$ cat src/rtl/rst_seq_pkg.sv
// Shared types and constants for the reset sequencer: FSM state encoding and
// the positions of the non-request cause bits above the request sources.
package rst_seq_pkg;

    typedef enum logic [1:0] {
        ST_HOLD    = 2'd0,
        ST_STAGGER = 2'd1,
        ST_RUN     = 2'd2
    } state_t;

    // Offsets added to NUM_SRC to locate the clock-loss and power-on cause bits.
    localparam int CAUSE_CLK = 0;
    localparam int CAUSE_POR = 1;

endpackage

$ cat src/rtl/rst_seq_sync2.sv
// Two-flop synchroniser for asynchronous level inputs; both flops load a
// configurable inactive value while reset is asserted.
module sync2 #(
    parameter int               WIDTH   = 1,
    parameter logic [WIDTH-1:0] RST_VAL = {WIDTH{1'b0}}
) (
    input  logic             clk,
    input  logic             rst,
    input  logic [WIDTH-1:0] d,
    output logic [WIDTH-1:0] q
);

    logic [WIDTH-1:0] meta_r;

    // Metastability stage followed by the stable output stage.
    always_ff @(posedge clk or posedge rst) begin
        if (rst) begin
            meta_r <= RST_VAL;
            q      <= RST_VAL;
        end else begin
            meta_r <= d;
            q      <= meta_r;
        end
    end

endmodule

$ cat src/rtl/rst_seq.sv
// Reset sequencer: holds all domains in reset while any source requests it,
// then releases the domains one by one in index order on a prescaled tick.
module rst_seq
    import rst_seq_pkg::*;
#(
    parameter int NUM_SRC       = 2,
    parameter int NUM_OUT       = 3,
    parameter int HOLD_TICKS    = 24'hFFFFFF,
    parameter int STAGGER_TICKS = 16,
    parameter int CLK_DIV       = 2
) (
    input  logic               clk_in,
    input  logic               rst_in,
    input  logic               clk_ok,
    input  logic [NUM_SRC-1:0] rst_req,
    input  logic               cause_clr,
    output logic [NUM_OUT-1:0] rst_out,
    output logic [NUM_OUT-1:0] rst_out_n,
    output logic [NUM_SRC+1:0] rst_cause,
    output logic               busy
);

    localparam int HOLD_W = (HOLD_TICKS > 1) ? $clog2(HOLD_TICKS) : 1;
    localparam int STG_W  = (STAGGER_TICKS > 1) ? $clog2(STAGGER_TICKS) : 1;
    localparam int IDX_W  = (NUM_OUT > 1) ? $clog2(NUM_OUT) : 1;
    localparam int DIV_W  = (CLK_DIV > 1) ? $clog2(CLK_DIV) : 1;

    localparam logic [HOLD_W-1:0] HOLD_LAST = HOLD_W'(HOLD_TICKS - 1);
    localparam logic [STG_W-1:0]  STG_LAST  = STG_W'((STAGGER_TICKS > 0) ? STAGGER_TICKS - 1 : 0);
    localparam logic [IDX_W-1:0]  IDX_LAST  = IDX_W'(NUM_OUT - 1);
    localparam logic [DIV_W-1:0]  DIV_LAST  = DIV_W'(CLK_DIV - 1);
    localparam bit                DIRECT_RUN = (NUM_OUT == 1) || (STAGGER_TICKS == 0);

    // Mask with every domain at or above index 'first' still held in reset.
    function automatic logic [NUM_OUT-1:0] keep_from(input int first);
        logic [NUM_OUT-1:0] m;
        for (int k = 0; k < NUM_OUT; k++) begin
            m[k] = (k >= first);
        end
        return m;
    endfunction

    logic [NUM_SRC-1:0] req_sync_s;
    logic               clk_ok_sync_s;
    logic               request_s;
    logic               tick_s;
    logic [NUM_OUT-1:0] release_mask_s;
    logic [NUM_SRC+1:0] cause_set_s;

    logic [DIV_W-1:0]   div_cnt_r;
    state_t             state_r;
    logic [HOLD_W-1:0]  hold_cnt_r;
    logic [STG_W-1:0]   stg_cnt_r;
    logic [IDX_W-1:0]   idx_r;

    sync2 #(
        .WIDTH   (NUM_SRC),
        .RST_VAL ({NUM_SRC{1'b0}})
    ) u_req_sync (
        .clk (clk_in),
        .rst (rst_in),
        .d   (rst_req),
        .q   (req_sync_s)
    );

    // clk_ok idles high, so its synchroniser resets to the "clock good" level.
    sync2 #(
        .WIDTH   (1),
        .RST_VAL (1'b1)
    ) u_clk_sync (
        .clk (clk_in),
        .rst (rst_in),
        .d   (clk_ok),
        .q   (clk_ok_sync_s)
    );

    assign request_s      = (|req_sync_s) | ~clk_ok_sync_s;
    assign tick_s         = (div_cnt_r == DIV_LAST);
    assign release_mask_s = keep_from(int'(idx_r) + 1);

    // Free-running tick prescaler; requests never disturb its phase.
    always_ff @(posedge clk_in or posedge rst_in) begin
        if (rst_in) begin
            div_cnt_r <= {DIV_W{1'b0}};
        end else if (div_cnt_r == DIV_LAST) begin
            div_cnt_r <= {DIV_W{1'b0}};
        end else begin
            div_cnt_r <= div_cnt_r + DIV_W'(1);
        end
    end

    // Sequencing FSM; a request in any state reasserts every domain at once.
    always_ff @(posedge clk_in or posedge rst_in) begin
        if (rst_in) begin
            state_r    <= ST_HOLD;
            hold_cnt_r <= {HOLD_W{1'b0}};
            stg_cnt_r  <= {STG_W{1'b0}};
            idx_r      <= {IDX_W{1'b0}};
            rst_out    <= {NUM_OUT{1'b1}};
            rst_out_n  <= {NUM_OUT{1'b0}};
            busy       <= 1'b1;
        end else if (request_s) begin
            state_r    <= ST_HOLD;
            hold_cnt_r <= {HOLD_W{1'b0}};
            stg_cnt_r  <= {STG_W{1'b0}};
            idx_r      <= {IDX_W{1'b0}};
            rst_out    <= {NUM_OUT{1'b1}};
            rst_out_n  <= {NUM_OUT{1'b0}};
            busy       <= 1'b1;
        end else begin
            case (state_r)
                ST_HOLD: begin
                    if (tick_s) begin
                        if (hold_cnt_r == HOLD_LAST) begin
                            hold_cnt_r <= {HOLD_W{1'b0}};
                            stg_cnt_r  <= {STG_W{1'b0}};
                            idx_r      <= IDX_W'(1);
                            if (DIRECT_RUN) begin
                                state_r   <= ST_RUN;
                                rst_out   <= {NUM_OUT{1'b0}};
                                rst_out_n <= {NUM_OUT{1'b1}};
                                busy      <= 1'b0;
                            end else begin
                                state_r   <= ST_STAGGER;
                                rst_out   <= keep_from(1);
                                rst_out_n <= ~keep_from(1);
                                busy      <= 1'b1;
                            end
                        end else begin
                            hold_cnt_r <= hold_cnt_r + HOLD_W'(1);
                        end
                    end
                end
                ST_STAGGER: begin
                    if (tick_s) begin
                        if (stg_cnt_r == STG_LAST) begin
                            stg_cnt_r <= {STG_W{1'b0}};
                            rst_out   <= release_mask_s;
                            rst_out_n <= ~release_mask_s;
                            if (idx_r == IDX_LAST) begin
                                state_r <= ST_RUN;
                                busy    <= 1'b0;
                            end else begin
                                idx_r   <= idx_r + IDX_W'(1);
                            end
                        end else begin
                            stg_cnt_r <= stg_cnt_r + STG_W'(1);
                        end
                    end
                end
                ST_RUN: begin
                    rst_out   <= {NUM_OUT{1'b0}};
                    rst_out_n <= {NUM_OUT{1'b1}};
                    busy      <= 1'b0;
                end
                default: begin
                    state_r    <= ST_HOLD;
                    hold_cnt_r <= {HOLD_W{1'b0}};
                    rst_out    <= {NUM_OUT{1'b1}};
                    rst_out_n  <= {NUM_OUT{1'b0}};
                    busy       <= 1'b1;
                end
            endcase
        end
    end

    // Per-cycle cause contributions from the synchronised sources.
    always_comb begin
        cause_set_s                       = {(NUM_SRC + 2){1'b0}};
        cause_set_s[NUM_SRC-1:0]          = req_sync_s;
        cause_set_s[NUM_SRC + CAUSE_CLK]  = ~clk_ok_sync_s;
    end

    // Sticky cause register; a set in the same cycle overrides the clear.
    always_ff @(posedge clk_in or posedge rst_in) begin
        if (rst_in) begin
            rst_cause                        <= {(NUM_SRC + 2){1'b0}};
            rst_cause[NUM_SRC + CAUSE_POR]   <= 1'b1;
        end else begin
            rst_cause <= (cause_clr ? {(NUM_SRC + 2){1'b0}} : rst_cause) | cause_set_s;
        end
    end

endmodule
$ cat config.mk
export PLATFORM = sky130hd
export DESIGN_NAME = rst_seq
export DESIGN_NICKNAME = d
export VERILOG_FILES = /design/src/rtl/rst_seq_pkg.sv /design/src/rtl/rst_seq_sync2.sv /design/src/rtl/rst_seq.sv
export SDC_FILE = /design/constraint.sdc
export NUM_CORES = 1
export LEC_CHECK = 0
export CORE_MARGIN = 2
export CORE_UTILIZATION = 55
export CTS_BUF_LIST = sky130_fd_sc_hd__clkbuf_4 sky130_fd_sc_hd__clkbuf_8 sky130_fd_sc_hd__clkbuf_16
export DETAILED_ROUTE_END_ITERATION = 16
export GPL_TIMING_DRIVEN = 0
export MAX_ROUTING_LAYER = met4
export PLACE_DENSITY_LB_ADDON = 0.25
export SYNTH_ARGS = -nofsm -noshare
export SYNTH_HDL_FRONTEND = slang
export SYNTH_SLANG_ARGS = --single-unit
$ cat constraint.sdc
create_clock -name clk_in -period 5 [get_ports clk_in]
set_input_delay 0.75 -clock clk_in [delete_from_list [all_inputs] [get_ports clk_in]]
set_output_delay 0.75 -clock clk_in [all_outputs]
set_load 0.05 [all_outputs]
==> summary.txt, run 1 <==
die area - 5370 µm²
Total Routing Usage GR - 23.2%
CTS tree - built
worst vdd ir - 0.164 mV
crit path kind - reg2reg
Initial Util - 56.3%
Fin Hold WS - 0.356 ns
Main synth FF type - dfrtp_1
drt first-iter violations - 140
setup_tns - 0 ns
fmax - 391 MHz
Final Worst Setup Slack - 2.44 ns
Static Leak - 1.17 nW
ant diodes - 0
sink of the worst hold path - u_req_sync.q[0]$_DFF_PP0_
CTS max path bufs - 2
Netlist cell types - 53
required time worst endpoint - 5.22 ns
Area Overhead vs Synth - 13.7%
simple-gate portion of the synthesized area - 24.2%
reg-to-reg endpoint - hold_cnt_r[23]$_DFFE_PP0P_
Max FO, Critical Path - 10
Post-Synth Adder-Cell Area - 5.68%
post-synth top area share - 40.7%
post_cts resized - 0
most common library cells after synthesis - 43 x dfrtp_1, 31 x nor2_1, 20 x nand2_1
Final setup viols - 0
H-Tree Depth - 2
Min Clock Period, post-route - 2.56 ns
PortBufs - 16
Compound-Gate Fraction of Synth Area - 12.0%
1st-pass router iterations - 4
synthesis-stage register bit count - 50
CORE AREA - 4690 µm²
Finished Layout Cells - 346
largest family of logic cells by synthesized area - simple AND/OR/NAND/NOR gates
num rows - 25
FFs w/ async S/R, synth - 100%
Total Wirelength - 5340 µm
via count - 2032
max-cap violations - 0
GP Congestion - 0.838
data arrival at the endpoint of the critical path - 2.78 ns
synthesized area - 2640 µm²
post-synthesis mux area share - 1.52%
most frequent cell after synthesis - dfrtp_1
Worst Tran Pin Value - 0.543 ns
die width - 73.3 µm
Hold Crit Class - reg2reg
status - finished clean
top cells by area, synth - dfrtp_1 41%, dfstp_2 7.0%, ha_1 5.7%
vias per cell - 5.87
Final nets - 309
Slew Viols, Final - 0
IO Count - 17
initial antenna violation count - 0
CTS hold repair buffers - 0
RSZ-0062 raised after global routing - false
YS warnings - 0
WL per Instance - 15.4 µm
gr ovfl total - 0
fin crit share - 51.2%
R2R depth - 8
CTS sink cnt - 50
Clock Tree Root - clkbuf_8
Slew headroom - 63.7%
dpl cells - 338
setup slack, reg-to-reg - 2.44 ns
Setup Skew - 0.00696 ns
clock transition at the registers of the reported paths - 0.09 ns
nets in the synthesized netlist - 285
hold path start - u_req_sync.meta_r[0]$_DFF_PP0_
Avg Cell Area, Syn - 9.89 µm²
final hold violations - 0
sequential area share after synthesis - 47.7%
share of cells above drive strength 1 - 11.3%
PwrDens - 247 nW/µm²
cell taking the most area after synthesis - dfrtp_1
pin count of the biggest net entering global routing - 41
startpoint of the worst register-to-register path - state_r[1]$_DFFE_PP0P_
CTS Buf Count - 5
Post-CTS Setup Inserts - 0
Die Ht - 73.3 µm
hold path depth - 0
vias in the first global route - 2005
clk_lat worst skew - 0.30 ns
crit end category - flop
first-pass GRT wire length - 9360 µm
HPWL after DPL - 3860 µm
EDFF count, synth - 0
CP startpoint kind - flop
Placement Setup Slack - 2.51 ns
Post-Syn Instances - 267
Routed Antenna Nets - 0
Post-Synth XOR/XNOR Area - 5.97%
# DRC - 0
==> stage by stage <==
step / utilization, % / cell area (µm²) / total power [mW]
6_report: 64.0 / 3000 / 0.742
5_1_grt: 64.0 / 3000 / 0.772
4_1_cts: 64.0 / 3000 / 0.748
3_5_place_dp: 61.6 / 2890 / 0.465
3_3_place_gp: 61.1 / 2870 / 0.462
2_1_floorplan: - / 2640 / 0.447
==> per-layer routing <==
metal  vias to the layer above  GRT usage, %  part of all wire [%]
met5                         -             -                     0
met4                         0          6.67                   2.0
met3                        10          5.08                   3.5
met2                        42          36.7                    47
met1                       977          30.4                    48
li1                       1003             -                     -
==> layout make-up <==
cell class	instances	area (µm²)
clock inverter	2	37.5
sequential	50	1260
buffer	8	32.5
timing repair buffer	17	180
clock buffer	6	76.3
multi-input combinational	197	1300
tap	54	67.6
inverter	12	45.0
fill	415	1690
==> cells in the final DEF, fill, tap and decap left out, types with 3 or more instances in the layout <==
cell type,count
dfrtp_1,43
nor2_1,31
nand2_1,20
nand4_1,16
clkdlybuf4s50_1,16
o21ai_0,14
ha_1,12
xnor2_1,11
inv_1,11
nand3_1,10
xor2_1,7
nor4_1,7
dfstp_2,7
clkbuf_1,6
a21oi_1,6
clkbuf_8,5
nor2b_1,4
nor3_1,4
or3_1,4
mux2i_1,4
nor3b_1,3
o31ai_1,3
a31oi_1,3
==> sequential cells by signal, indices dropped and copies added, names as in the netlist, 2 cells and up <==
| register | flops |
|---|---|
| rst_cause | 4 |
| state_r | 2 |
| hold_cnt_r | 24 |
| u_req_sync.q | 2 |
| rst_out_n | 3 |
| stg_cnt_r | 4 |
| u_req_sync.meta_r | 2 |
| rst_out | 3 |
| idx_r | 2 |
==> critical path: stages (launching register included) <==
cell      delay (ns)
dfrtp_1         0.43
inv_1           0.18
ha_1            0.38
nor2b_1         0.29
o21a_1          0.30
clkbuf_1        0.39
nor2_1          0.11
clkbuf_1        0.23
a21oi_1         0.16
==> where the power goes <==
group / internal, mW / switching, mW
Sequential: 0.411 / 0.00351
Clock: 0.155 / 0.131
Combinational: 0.0137 / 0.0279
Total: 0.580 / 0.162
==> kinds of logic after synthesis <==
family | Yosys count
AOI/OAI and AO/OA | 45
xor gates and xnor gates | 18
adders and majority gates | 12
buffers and inverters | 20
DFF | 50
muxes | 4
and+or+nand+nor | 118
==> worst max-delay path by stage <==
stage / cells after the start / to / start / slack [ns]
after floorplan: 8 / hold_cnt_r[21]$_DFFE_PP0P_ / state_r[1]$_DFFE_PP0P_ / 2.99
after global placement: 2 / hold_cnt_r[8]$_DFFE_PP0P_ / rst_in / 2.09
after detailed placement: 8 / hold_cnt_r[23]$_DFFE_PP0P_ / state_r[1]$_DFFE_PP0P_ / 2.51
after CTS: 8 / hold_cnt_r[23]$_DFFE_PP0P_ / state_r[1]$_DFFE_PP0P_ / 2.46
after global routing: 8 / hold_cnt_r[21]$_DFFE_PP0P_ / state_r[1]$_DFFE_PP0P_ / 2.08
final: 8 / hold_cnt_r[23]$_DFFE_PP0P_ / state_r[1]$_DFFE_PP0P_ / 2.44
(Power assumes the default switching activity.)
==> run 2: changes to the inputs <==
- clock period: 5 -> 2.4 ns (I/O delays scaled with it)
==> summary.txt, run 2 (synthesized netlist as in run 1, its figures left out) <==
status - finished clean
Clock Tree Root - clkbuf_8
Routed Antenna Nets - 0 (unchanged)
clock transition at the registers of the reported paths - 0.09 ns (about the same)
slowest stage delay, CP - 0.43 ns (about the same)
CP startpoint kind - flop
CORE AREA - 4690 µm² (unchanged)
Largest register FFs - 24 (unchanged)
num rows - 25 (unchanged)
Final setup viols - 0 (unchanged)
CTS tree - built
# DRC - 0 (unchanged)
Biggest register - hold_cnt_r
IO Count - 17 (unchanged)
clk_lat worst skew - 0.30 ns (about the same)
crit end category - flop
via count - 2067 (+1.7%)
fillcell total - 407 (-1.9%)
commonest non-fill, non-tap cells in the layout - 43 x dfrtp_1, 31 x nor2_1, 20 x nand2_1
CP max-delay cell - dfrtp_1
dpl cells - 338 (unchanged)
PortBufs - 16 (unchanged)
final hold violations - 0 (unchanged)
share of cells above drive strength 1 - 12.7% (+1.4 points)
crit path kind - reg2reg
Regs by FF count - hold_cnt_r (24), rst_cause (4), stg_cnt_r (4)
die area - 5370 µm² (unchanged)
Final nets - 308 (-0.32%)
required time worst endpoint - 2.60 ns (-2.62 ns)
fin crit share - 93.1% (+42 points)
Total Routing Usage GR - 23.2% (unchanged)
gr ovfl total - 0 (unchanged)
Placement Setup Slack - -0.0908 ns (-2.60 ns)
leading cell type in the layout, fill and taps excluded - dfrtp_1
Area Overhead vs Synth - 14.5%
Final Worst Setup Slack - 0.165 ns (-2.28 ns)
Max FO, Critical Path - 9 (-1)
Min Clock Period, post-route - 2.23 ns (-0.323 ns)
vias in the first global route - 2005 (unchanged)
data arrival at the endpoint of the critical path - 2.43 ns (-0.35 ns)
H-Tree Depth - 2 (unchanged)
drt first-iter violations - 126 (-10%)
CTS sink cnt - 50 (unchanged)
worst vdd ir - 0.341 mV (+110%)
Worst Tran Pin Value - 0.519 ns (-0.0243 ns)
GP Congestion - 0.838 (unchanged)
Post-CTS Setup Inserts - 0 (unchanged)
HPWL after DPL - 3860 µm (unchanged)
Slew Viols, Final - 0 (unchanged)
Initial Util - 56.3% (unchanged)
PwrDens - 512 nW/µm² (+110%)
Static Leak - 1.18 nW (+0.33%)
1st-pass router iterations - 4 (unchanged)
Die Ht - 73.3 µm (unchanged)
Setup Skew - 0.00876 ns (+0.00181 ns)
CTS max path bufs - 2 (unchanged)
WL per Instance - 15.4 µm (about the same)
initial antenna violation count - 0 (unchanged)
setup_tns - 0 ns (unchanged)
post-route design area - 3020 µm² (+0.71%)
Slew headroom - 65.3% (+1.6 points)
most used cell, CP - nor2_1
max-cap violations - 0 (unchanged)
Total Wirelength - 5330 µm (-0.26%)
Finished Layout Cells - 345 (-0.29%)
die width - 73.3 µm (unchanged)
CTS Buf Count - 5 (unchanged)
first-pass GRT wire length - 9360 µm (unchanged)
ant diodes - 0 (unchanged)
fmax - 447 MHz (+14%)
worst-path cell chain - inv_1 -> ha_2 -> nor2b_2 -> a21oi_1 -> nor2_1 -> nor2_1 -> a32o_1
placed instance area - 2890 µm² (unchanged)
vias per cell - 5.99 (+2.0%)
Hold Crit Class - in2async
pin count of the biggest net entering global routing - 41 (unchanged)
==> run 2: power breakdown <==
part | switching, mW | leakage (nW) | internal (mW)
clock network | 0.273 | 0.0548 | 0.322
registers | 0.00760 | 0.650 | 0.857
logic | 0.0586 | 0.472 | 0.0290
total | 0.339 | 1.18 | 1.21
==> run 2: per-stage QoR <==
stage	utilization (%)	total power [mW]	hold WS [ns]
2_1_floorplan	-	0.931	0.331
3_3_place_gp	61.1	0.963	0.335
3_5_place_dp	61.6	0.968	0.340
4_1_cts	64.1	1.56	0.312
5_1_grt	64.5	1.61	0.322
6_report	64.5	1.55	0.304
==> run 2: layout make-up <==
class                   instances  area [µm²]  area share (%)
multi-input cells             197        1330            43.9
well taps                      54        67.6            2.23
clock inverters                 2        37.5            1.24
repair buffers                 17         180            5.96
inverters                      12        45.0            1.49
flip-flops and latches         50        1260            41.7
plain buffers                   7        28.8           0.952
clock buffers                   6        76.3            2.52
==> run 2: what timing repair did <==
| item | 4_1_cts | 5_1_grt |
|---|---|---|
| endpoints found under the hold margin | 0 | 0 |
| setup endpoints to repair | 20 | 20 |
| hold buffers | 0 | 0 |
| gates resized for setup | 2 | 6 |
==> run 2: path summary, 6_finish.rpt <==
kind	startpoint	to	slack, ns	cells past startpoint
setup / recovery	state_r[1]$_DFFE_PP0P_	rst_out_n[1]$_DFFE_PP0P_	0.17	7
hold / removal	rst_in	hold_cnt_r[16]$_DFFE_PP0P_	0.30	2
setup reg to reg	state_r[1]$_DFFE_PP0P_	rst_out_n[1]$_DFFE_PP0P_	0.17	7
hold reg to reg	u_req_sync.meta_r[0]$_DFF_PP0_	u_req_sync.q[0]$_DFF_PP0_	0.36	0
max in group asynchronous	rst_in	rst_out[0]$_DFFE_PP1P_	1.55	3
min in group clk_in	u_req_sync.meta_r[0]$_DFF_PP0_	u_req_sync.q[0]$_DFF_PP0_	0.36	0
==> run 2: critical path, delay by kind of cell (launching register included) <==
kind / cells / cell delay [ns]
and+or+nand+nor: 3 / 0.85
DFF: 1 / 0.43
AOI/OAI and AO/OA: 2 / 0.34
adders and majority gates: 1 / 0.32
buffers and inverters: 1 / 0.19
==> run 2: routing by layer <==
| metal | track usage (%) | part of all wire, % |
|---|---|---|
| met1 | 30.4 | 47 |
| met2 | 36.7 | 47 |
| met3 | 5.08 | 3.6 |
| met4 | 6.67 | 2.0 |
| met5 | - | 0 |
==> run 3: changes to the inputs <==
- GPL_ROUTABILITY_DRIVEN: not set -> 0
==> results of run 3 <==
No change in the layout: final DEF, timing and power equal those of run 2.
